### config.mk
export PLATFORM = sky130hd
export DESIGN_NAME = alu_op_decoder
export DESIGN_NICKNAME = d
export VERILOG_FILES = /design/src/rtl/alu_op_decoder.sv
export SDC_FILE = /design/constraint.sdc
export NUM_CORES = 1
export LEC_CHECK = 0
export ABC_AREA = 1
export CORE_ASPECT_RATIO = 0.5
export CORE_MARGIN = 2
export CORE_UTILIZATION = 40
export DETAILED_ROUTE_END_ITERATION = 8
export PLACE_DENSITY = 0.81
export SETUP_SLACK_MARGIN = 0.05
export SLEW_MARGIN = 20
export SYNTH_ARGS = -nofsm -noshare
export SYNTH_HDL_FRONTEND = slang
export SYNTH_SLANG_ARGS = --single-unit
### constraint.sdc
create_clock -name clk -period 2.6 [get_ports clk]
set_clock_uncertainty 0.05 [all_clocks]
set_input_delay 0.26 -clock clk [delete_from_list [all_inputs] [get_ports clk]]
set_output_delay 0.26 -clock clk [all_outputs]
set_load 0.02 [all_outputs]
### src/rtl/alu_op_decoder.sv
// RV32I decode stage: registers one instruction and presents it as an ALU
// command with funct, operand selects, register indices, immediate and flags.
package ALUFuncts;
  typedef enum logic [3:0] {
    ADD  = 4'd0, SUB = 4'd1, SLL = 4'd2, SLT = 4'd3, SLTU = 4'd4,
    XOR  = 4'd5, SRL = 4'd6, SRA = 4'd7, OR  = 4'd8, AND  = 4'd9
  } Type;
endpackage

module alu_op_decoder #(
  parameter int                XLEN     = 32,
  parameter logic [XLEN-1:0]   RESET_PC = '0
) (
  input  logic                 clk,
  input  logic                 rst_n,
  input  logic                 flush,
  input  logic                 in_valid,
  output logic                 in_ready,
  input  logic [31:0]          in_inst,
  input  logic [XLEN-1:0]      in_pc,
  output logic                 out_valid,
  input  logic                 out_ready,
  output ALUFuncts::Type       out_funct,
  output logic [1:0]           out_op1_sel,
  output logic                 out_op2_sel,
  output logic [4:0]           out_rs1,
  output logic [4:0]           out_rs2,
  output logic [4:0]           out_rd,
  output logic [XLEN-1:0]      out_imm,
  output logic                 out_rd_we,
  output logic                 out_is_branch,
  output logic                 out_illegal,
  output logic [XLEN-1:0]      out_pc
);
  localparam logic [6:0] OPC_OP     = 7'b0110011;
  localparam logic [6:0] OPC_OPIMM  = 7'b0010011;
  localparam logic [6:0] OPC_LUI    = 7'b0110111;
  localparam logic [6:0] OPC_AUIPC  = 7'b0010111;
  localparam logic [6:0] OPC_JAL    = 7'b1101111;
  localparam logic [6:0] OPC_JALR   = 7'b1100111;
  localparam logic [6:0] OPC_BRANCH = 7'b1100011;
  localparam logic [6:0] OPC_LOAD   = 7'b0000011;
  localparam logic [6:0] OPC_STORE  = 7'b0100011;

  localparam logic [1:0] SEL1_RS1  = 2'd0;
  localparam logic [1:0] SEL1_PC   = 2'd1;
  localparam logic [1:0] SEL1_ZERO = 2'd2;

  // Base ALU op for a funct3 when funct7 carries no modifier (shared by OP and OP-IMM).
  function automatic ALUFuncts::Type f3_to_funct(input logic [2:0] f3);
    case (f3)
      3'b000:  return ALUFuncts::ADD;
      3'b001:  return ALUFuncts::SLL;
      3'b010:  return ALUFuncts::SLT;
      3'b011:  return ALUFuncts::SLTU;
      3'b100:  return ALUFuncts::XOR;
      3'b101:  return ALUFuncts::SRL;
      3'b110:  return ALUFuncts::OR;
      default: return ALUFuncts::AND;
    endcase
  endfunction

  logic [6:0]      w_opcode;
  logic [2:0]      w_f3;
  logic [6:0]      w_f7;
  logic [31:0]     w_imm_i, w_imm_s, w_imm_b, w_imm_u, w_imm_j, w_shamt;
  ALUFuncts::Type  w_funct;
  logic [1:0]      w_op1_sel;
  logic            w_op2_sel;
  logic [31:0]     w_imm;
  logic            w_rd_we;
  logic            w_is_branch;
  logic            w_illegal;
  logic            w_accept;

  assign w_opcode = in_inst[6:0];
  assign w_f3     = in_inst[14:12];
  assign w_f7     = in_inst[31:25];
  assign w_imm_i  = {{20{in_inst[31]}}, in_inst[31:20]};
  assign w_imm_s  = {{20{in_inst[31]}}, in_inst[31:25], in_inst[11:7]};
  assign w_imm_b  = {{19{in_inst[31]}}, in_inst[31], in_inst[7], in_inst[30:25], in_inst[11:8], 1'b0};
  assign w_imm_u  = {in_inst[31:12], 12'b0};
  assign w_imm_j  = {{11{in_inst[31]}}, in_inst[31], in_inst[19:12], in_inst[20], in_inst[30:21], 1'b0};
  assign w_shamt  = {27'b0, in_inst[24:20]};

  // Opcodes all end in 2'b11, so a bad inst[1:0] falls through to the default arm.
  always_comb begin
    w_funct     = ALUFuncts::ADD;
    w_op1_sel   = SEL1_RS1;
    w_op2_sel   = 1'b0;
    w_imm       = 32'b0;
    w_rd_we     = 1'b0;
    w_is_branch = 1'b0;
    w_illegal   = 1'b0;
    case (w_opcode)
      OPC_OP: begin
        w_rd_we = 1'b1;
        if (w_f7 == 7'b0000000)                         w_funct = f3_to_funct(w_f3);
        else if (w_f7 == 7'b0100000 && w_f3 == 3'b000)  w_funct = ALUFuncts::SUB;
        else if (w_f7 == 7'b0100000 && w_f3 == 3'b101)  w_funct = ALUFuncts::SRA;
        else                                            w_illegal = 1'b1;
      end
      OPC_OPIMM: begin
        w_op2_sel = 1'b1;
        w_rd_we   = 1'b1;
        w_imm     = w_imm_i;
        w_funct   = f3_to_funct(w_f3);
        if (w_f3 == 3'b001 || w_f3 == 3'b101) begin
          w_imm = w_shamt;
          if (w_f3 == 3'b101 && w_f7 == 7'b0100000) w_funct = ALUFuncts::SRA;
          else if (w_f7 != 7'b0000000)              w_illegal = 1'b1;
        end
      end
      OPC_LUI: begin
        w_op1_sel = SEL1_ZERO;
        w_op2_sel = 1'b1;
        w_imm     = w_imm_u;
        w_rd_we   = 1'b1;
      end
      OPC_AUIPC: begin
        w_op1_sel = SEL1_PC;
        w_op2_sel = 1'b1;
        w_imm     = w_imm_u;
        w_rd_we   = 1'b1;
      end
      OPC_JAL: begin
        w_op1_sel = SEL1_PC;
        w_op2_sel = 1'b1;
        w_imm     = w_imm_j;
        w_rd_we   = 1'b1;
      end
      OPC_JALR: begin
        w_op2_sel = 1'b1;
        w_imm     = w_imm_i;
        w_rd_we   = 1'b1;
        w_illegal = (w_f3 != 3'b000);
      end
      OPC_BRANCH: begin
        w_imm       = w_imm_b;
        w_is_branch = 1'b1;
        case (w_f3[2:1])
          2'b00:   w_funct = ALUFuncts::SUB;
          2'b10:   w_funct = ALUFuncts::SLT;
          2'b11:   w_funct = ALUFuncts::SLTU;
          default: w_illegal = 1'b1;
        endcase
      end
      OPC_LOAD: begin
        w_op2_sel = 1'b1;
        w_imm     = w_imm_i;
        w_rd_we   = 1'b1;
      end
      OPC_STORE: begin
        w_op2_sel = 1'b1;
        w_imm     = w_imm_s;
      end
      default: w_illegal = 1'b1;
    endcase
    // An illegal entry must never write a register or redirect flow.
    if (w_illegal) begin
      w_funct     = ALUFuncts::ADD;
      w_op1_sel   = SEL1_RS1;
      w_op2_sel   = 1'b0;
      w_imm       = 32'b0;
      w_rd_we     = 1'b0;
      w_is_branch = 1'b0;
    end
  end

  // Handshake: a side transfers on a clock edge where its valid and ready are both 1;
  // the producer holds valid and payload stable until that edge.
  logic            r_valid;
  ALUFuncts::Type  r_funct;
  logic [1:0]      r_op1_sel;
  logic            r_op2_sel;
  logic [4:0]      r_rs1, r_rs2, r_rd;
  logic [XLEN-1:0] r_imm;
  logic            r_rd_we, r_is_branch, r_illegal;
  logic [XLEN-1:0] r_pc;

  assign in_ready = !r_valid || out_ready;
  assign w_accept = in_valid && in_ready;

  always_ff @(posedge clk or negedge rst_n) begin
    if (!rst_n) begin
      r_valid     <= 1'b0;
      r_funct     <= ALUFuncts::ADD;
      r_op1_sel   <= 2'd0;
      r_op2_sel   <= 1'b0;
      r_rs1       <= 5'd0;
      r_rs2       <= 5'd0;
      r_rd        <= 5'd0;
      r_imm       <= '0;
      r_rd_we     <= 1'b0;
      r_is_branch <= 1'b0;
      r_illegal   <= 1'b0;
      r_pc        <= RESET_PC;
    end else begin
      if (flush)          r_valid <= 1'b0;
      else if (w_accept)  r_valid <= 1'b1;
      else if (out_ready) r_valid <= 1'b0;
      if (w_accept && !flush) begin
        r_funct     <= w_funct;
        r_op1_sel   <= w_op1_sel;
        r_op2_sel   <= w_op2_sel;
        r_rs1       <= in_inst[19:15];
        r_rs2       <= in_inst[24:20];
        r_rd        <= in_inst[11:7];
        r_imm       <= w_imm;
        r_rd_we     <= w_rd_we;
        r_is_branch <= w_is_branch;
        r_illegal   <= w_illegal;
        r_pc        <= in_pc;
      end
    end
  end

  assign out_valid     = r_valid;
  assign out_funct     = r_funct;
  assign out_op1_sel   = r_op1_sel;
  assign out_op2_sel   = r_op2_sel;
  assign out_rs1       = r_rs1;
  assign out_rs2       = r_rs2;
  assign out_rd        = r_rd;
  assign out_imm       = r_imm;
  assign out_rd_we     = r_rd_we;
  assign out_is_branch = r_is_branch;
  assign out_illegal   = r_illegal;
  assign out_pc        = r_pc;
endmodule

==> results of run 1 <==
cell families (layout without fill, tap and decap cells):
family | after synthesis | count (layout)
flip-flops | 90 | 90
buffers and inverters | 56 | 214
AO/OA/AOI/OAI | 34 | 34
AND/OR/NAND/NOR | 395 | 395
metal layers:
layer	vias to the layer above	GRT usage, %	share of wire, %
met5	-	0	0
met1	2081	29.17	44
met2	166	35.56	47
met3	36	5.700	6.6
met4	0	9.630	3.0
li1	2148	-	-
power breakdown:
part | switching [mW] | leakage (nW) | internal [mW]
logic | 0.430 | 2.03 | 0.365
registers | 0.0593 | 1.18 | 1.51
clock network | 0.565 | 0.155 | 0.870
state kept, by name, summed over array words and instances, names as in the netlist:
register and flops:
out_funct 4, out_illegal 1, out_imm 32, out_is_branch 1
out_op1_sel 2, out_op2_sel 1, out_pc 32, out_rd 5
out_rd_we 1, out_rs1 5, out_rs2 5, out_valid 1
through the flow:
step                      setup WS (ns)  power, mW  instance area [sq um]
after global placement           0.3703      2.374                   6300
after CTS                        0.6110      3.826                   6638
after detailed placement         0.2667      2.390                   6300
after global routing             0.4294      3.966                   6638
final                            0.5519      3.801                   6638
after floorplan                  0.9055      1.945                   4563
critical path, cell delays in order:
cell	delay [ns]
clkdlybuf4s50_1	0.49
inv_2	0.14
nand2_1	0.27
nor2_2	0.25
nand2_1	0.11
nand3_1	0.11
nand3_2	0.10
nor2_4	0.12
buf_4	0.23
nand3_1	0.11
nand2_1	0.08
worst paths after layout:
kind                                  start            to  slack, ns  cells after the start
min in group clk                  in_pc[21]    out_pc[21]       0.40                      3
worst max register to register    out_valid     out_pc[9]       0.90                      6
max in group asynchronous             rst_n    out_pc[15]       1.44                      3
worst min register to register  out_imm[12]   out_imm[12]       0.43                      2
worst min-delay path                  rst_n    out_imm[9]       0.40                      2
worst max-delay path            in_inst[13]  out_funct[1]       0.55                     11
cells in the mapped netlist, types with 2 or more instances:
library cell  count
o21ai_1           2
nand3b_1          6
a21oi_1           5
clkbuf_1         15
inv_2             6
a21boi_0          5
o21ai_0          19
nand2_1         269
nand4_1          14
buf_12            2
nand2_2           4
nand2_4           4
buf_2            10
nor2_1           12
nand3_2          22
nand3_1          53
nor2_4            4
dfrtp_1          90
inv_1            20
nor2_2            3
area by class of cell:
class / count / area (sq um) / share of cell area (%)
flip-flops and latches: 90 / 2252 / 33.93
multi-input cells: 429 / 2052 / 30.91
repair buffers: 172 / 1727 / 26.01
clock buffers: 10 / 239.0 / 3.600
well taps: 145 / 181.4 / 2.733
inverters: 26 / 97.59 / 1.470
clock inverters: 6 / 88.84 / 1.338
==> run metrics, run 1 <==
global-route wire length before repair=about 22 mm; PD cells=approximately 570 mW/mm^2; Crit path required time=2.83 ns; Iter 0 DRT Violations=approximately 450; critical path type=in2reg; Synth Warn #=0; GRT Total Usage=22.33%; post-route minimum period=2.048 ns; CTS tree=done; I/O pin total=160; Synth area leader=dfrtp_1; post_cts resized=0; worst relative slew slack=61.24%; post-cts hold buffer count=1; postcts setup bufs=0; DIE WIDTH=155.1 microns; Worst Path Max Fanout=12; count of TritonRoute iterations in the first routing pass=5; Setup-failing EPs final=0; drt drc=0; CTS buffer count=9; CTS Root Cell=clkbuf_16; worst hold slack=0.3961 ns; synthesized area per cell=roughly 7.9 sq um; Area Overhead vs Synth=45.46%; vias=4431; Most used DFF post-synth=dfrtp_1; Final Util=60.09%; Startpoint Class=input pin; top cell type's share of synthesized area=49.36%; CP endpoint kind=register; Final nets=between 700 and 800; CTS sink count=90; Synth cell types=30; Routed Wire Length=13.43 mm; setup TNS=0 ns; starting density of the core=41.31%; Syn Nets=about 640; RSZ-0062 raised after global routing=no; Routed wire per std cell=approximately 15 microns; HPWL Detailed=9.660 mm; peak supply drop=0.0003474 V; Netlist Area Pre-Place=0.004563 sq mm; final antenna-violating net count=0; die area=0.01233 sq mm; Compound-Gate Fraction of Synth Area=4.250%; Slew Viols, Final=0; Vias/cell=slightly above 5; Skew-Pair Late Insertion Delay=0.34 ns; largest family of logic cells by synthesized area=simple AND/OR/NAND/NOR gates; number of global-route vias before repair=4357; Pleak=around 3.4 nW; Adder-Cell Fraction of Synth Area=0%; Clock Tree Buf Depth=2; status=finished clean; antenna violations before repair=0; most frequent cells in the layout=nand2_1, clkdlybuf4s50_1, dfrtp_1, nand3_1, nand3_2; dpl cells=861; commonest non-fill, non-tap cell in the layout=nand2_1; Slew @ Worst Pin=0.5813 ns; clock transition at the registers of the reported paths=0.07 ns; fillcell total=925; hold crit path type=in2async; largest net degree at the start of global routing=55; GP Congestion=1.010; Final Hold Violating Endpoints=0; Post-Synth XOR/XNOR Area=0%; Simple-Gate Fraction of Synth Area=roughly two fifths; gr ovfl total=0; die span in y=79.53 microns; FFs w/ async S/R, synth=100.0%; Rows=27; Max Cap Viol=0; mux cell area share after synthesis=0%; Diodes inserted=0; Post-Syn Instances=575; final worst path period share=between 70 and 80%; synthesis-stage register bit count=90; final std cells w/o fill=878; area of the core=0.01105 sq mm; Port-buffer cells=159; fmax=0.4883 GHz; top post-synthesis cells by area=dfrtp_1, nand2_1, nand3_1; Seq/Total Area, Yosys=49.36%; layout cells sized above 1=10.23%; Post-synth EDFFs=0; WP data arrival=between 2 and 2.5 ns; H-tree Lvls=3
Power figures use the tool's default switching activity.
==> run 2, diff against run 1 <==
--- a/config.mk
+++ b/config.mk
@@ -10,7 +10,7 @@
 export CORE_MARGIN = 2
 export CORE_UTILIZATION = 40
 export DETAILED_ROUTE_END_ITERATION = 8
-export PLACE_DENSITY = 0.81
+export PLACE_DENSITY = 0.84
 export SETUP_SLACK_MARGIN = 0.05
 export SLEW_MARGIN = 20
 export SYNTH_ARGS = -nofsm -noshare
==> constraint.sdc (replaced) <==
create_clock -name clk -period 1.7 [get_ports clk]
set_clock_uncertainty 0.05 [all_clocks]
set_input_delay 0.17 -clock clk [delete_from_list [all_inputs] [get_ports clk]]
set_output_delay 0.17 -clock clk [all_outputs]
set_load 0.02 [all_outputs]
==> run 2 against run 1 <==
  * Critical path depth up 2
  * Flip-flop and latch count unchanged
  * Cell area grew 8.4%
  * Via count increased by 8.7%
  * Highest routed layer unchanged
  * Non-clock buffer count up 55
  * Count of clock-buffer cells in the layout did not move
  * Clock power is 37% higher
  * First-iteration DRC count up 2.7%
  * Utilization grew 5.0 points
  * Final cell count is 6.2% higher
  * Critical path type unchanged
  * Largest cell class unchanged
==> run metrics, run 2 (synthesis results as in run 1) <==
final setup margin=0.08088 ns (-0.4710 ns); register area=0.002252 sq mm (unchanged); most frequent cells in the layout=nand2_1, clkdlybuf4s50_1, dfrtp_1, buf_4, nand3_1; DIE WIDTH=155.1 microns (unchanged); worst reg2reg path depth=6 (unchanged); Port-buffer cells=159 (unchanged); Pleak=3.774 nW (+12%); hold crit path type=in2reg; placed cell area=0.006673 sq mm (+5.9%); Setup-failing EPs final=0 (unchanged); hold depth=3; post-route minimum period=1.619 ns; GRT Total Usage=23.55% (+1.2 points); Slew @ Worst Pin=0.5137 ns (-0.06763 ns); Final nets=852 (+6.9%); WP data arrival=1.85 ns (-0.43 ns); drt drc=0 (unchanged); CTS tree=done; commonest non-fill, non-tap cell in the layout=nand2_1; dpl cells=909 (+5.6%); Worst Path Max Fanout=6 (-6); crit path cell chain=clkdlybuf4s50_1 -> nor2_2 -> nand2_1 -> nor2_4 -> nand2_2 -> nand3_1 -> nand3_2 -> nor2_4 -> buf_12 -> buf_6 -> buf_6 -> nand3_1 -> nand2_1; die area=0.01233 sq mm (unchanged); number of global-route vias before repair=4638 (+6.4%); count of TritonRoute iterations in the first routing pass=5 (unchanged); CTS Root Cell=clkbuf_16; Routed wire per std cell=16.23 microns (+6.1%); multi-input logic area=0.002143 sq mm (+4.5%); worst relative slew slack=65.75% (+4.5 points); global-route wire length before repair=22.97 mm (+6.0%); Skew-Pair Late Insertion Delay=0.34 ns (about the same); CTS sink count=90 (unchanged); fillcell total=808 (-13%); critical path type=in2reg; Final Hold Violating Endpoints=0 (unchanged); Iter 0 DRT Violations=464 (+2.7%); starting density of the core=41.31% (unchanged); HPWL Detailed=10.53 mm (+9.0%); peak supply drop=0.0004438 V (+28%); H-tree Lvls=3 (unchanged); vias=4816 (+8.7%); Crit path required time=1.93 ns (-0.90 ns); final antenna-violating net count=0 (unchanged); CP endpoint kind=register; die span in y=79.53 microns (unchanged); status=finished clean; Vias/cell=5.167 (+2.4%); antenna violations before repair=0 (unchanged); GP Congestion=0.9215 (-8.7%); area of the core=0.01105 sq mm (unchanged); Area Overhead vs Synth=57.66%; layout cells sized above 1=18.42% (+8.2 points); Worst R2R Setup Slack=0.28 ns (-0.62 ns); Startpoint Class=input pin; Slowest-stage cell, CP=clkdlybuf4s50_1; final worst path period share=around 95%; final std cells w/o fill=932 (+6.2%); Slew Viols, Final=0 (unchanged); final instance area=0.007194 sq mm (+8.4%); Total Power=5.713 mW (+50%); I/O pin total=160 (unchanged); gr ovfl total=0 (unchanged); Rows=27 (unchanged); Max Cap Viol=0 (unchanged); CTS buffer count=9 (unchanged); Clock Tree Buf Depth=2 (unchanged); Critical Path Max Stage Delay=0.46 ns (-0.03 ns); fmax=slightly above 0.6 GHz; clock transition at the registers of the reported paths=0.07 ns (about the same); Routed Wire Length=15.13 mm (+13%); dpl ws=-0.2922 ns (-0.5589 ns); largest net degree at the start of global routing=91 (+65%); PD cells=794.1 mW/mm^2 (+39%); RSZ-0062 raised after global routing=no; Diodes inserted=0 (unchanged)
-- run 2: cell type report --
cell class | count | share of cell area, %
sequential | 90 | 31.30
inverter | 26 | 1.357
timing repair buffer | 227 | 31.06
clock buffer | 10 | 3.183
clock inverter | 5 | 0.7826
multi-input combinational | 429 | 29.79
tap | 145 | 2.522
-- run 2: per-layer routing --
metal	vias up	GRT usage (%)	part of all wire, %
li1	2256	-	-
met4	0	7.685	3.1
met2	202	40.00	48
met5	-	0	0
met3	45	6.352	6.5
met1	2313	29.53	42
-- run 2: worst paths after layout --
kind,end,start
max in group asynchronous,out_is_branch,rst_n
min in group asynchronous,out_imm[14],rst_n
worst min-delay path,out_funct[3],in_inst[14]
worst min register to register,out_pc[2],out_pc[2]
worst max-delay path,out_imm[1],in_inst[31]
worst max register to register,out_imm[19],out_valid
-- run 2: repair_timing --
action                     4_1_cts  5_1_grt
hold buffers                     1        0
setup endpoints to repair        2       38
hold endpoints to repair        90        0
pin swaps                        1        5
setup buffers                    1        4
cloned                           0        2
gates resized for setup          2       47
-- run 2: stage by stage --
step	hold slack [ns]	utilization (%)	setup TNS, ns
3_5_place_dp	0.2077	60.40	-9.590
4_1_cts	0.3068	63.17	0
6_report	0.2238	65.13	0
2_1_floorplan	-0.1756	-	0
5_1_grt	0.2258	65.13	0
3_3_place_gp	0.1985	60.40	-8.068
-- run 2: worst max-delay path: cells and delay by family --
family | cells | cell delay (ns)
simple gates | 9 | 0.87
buf+inv | 4 | 0.80
-- run 2: where the power goes --
group | total [mW] | internal [mW] | switching, mW
Sequential | 2.41 | 2.31 | 0.0972
Combinational | 1.32 | 0.625 | 0.699
Clock | 1.98 | 1.13 | 0.848
Total | 5.71 | 4.07 | 1.64
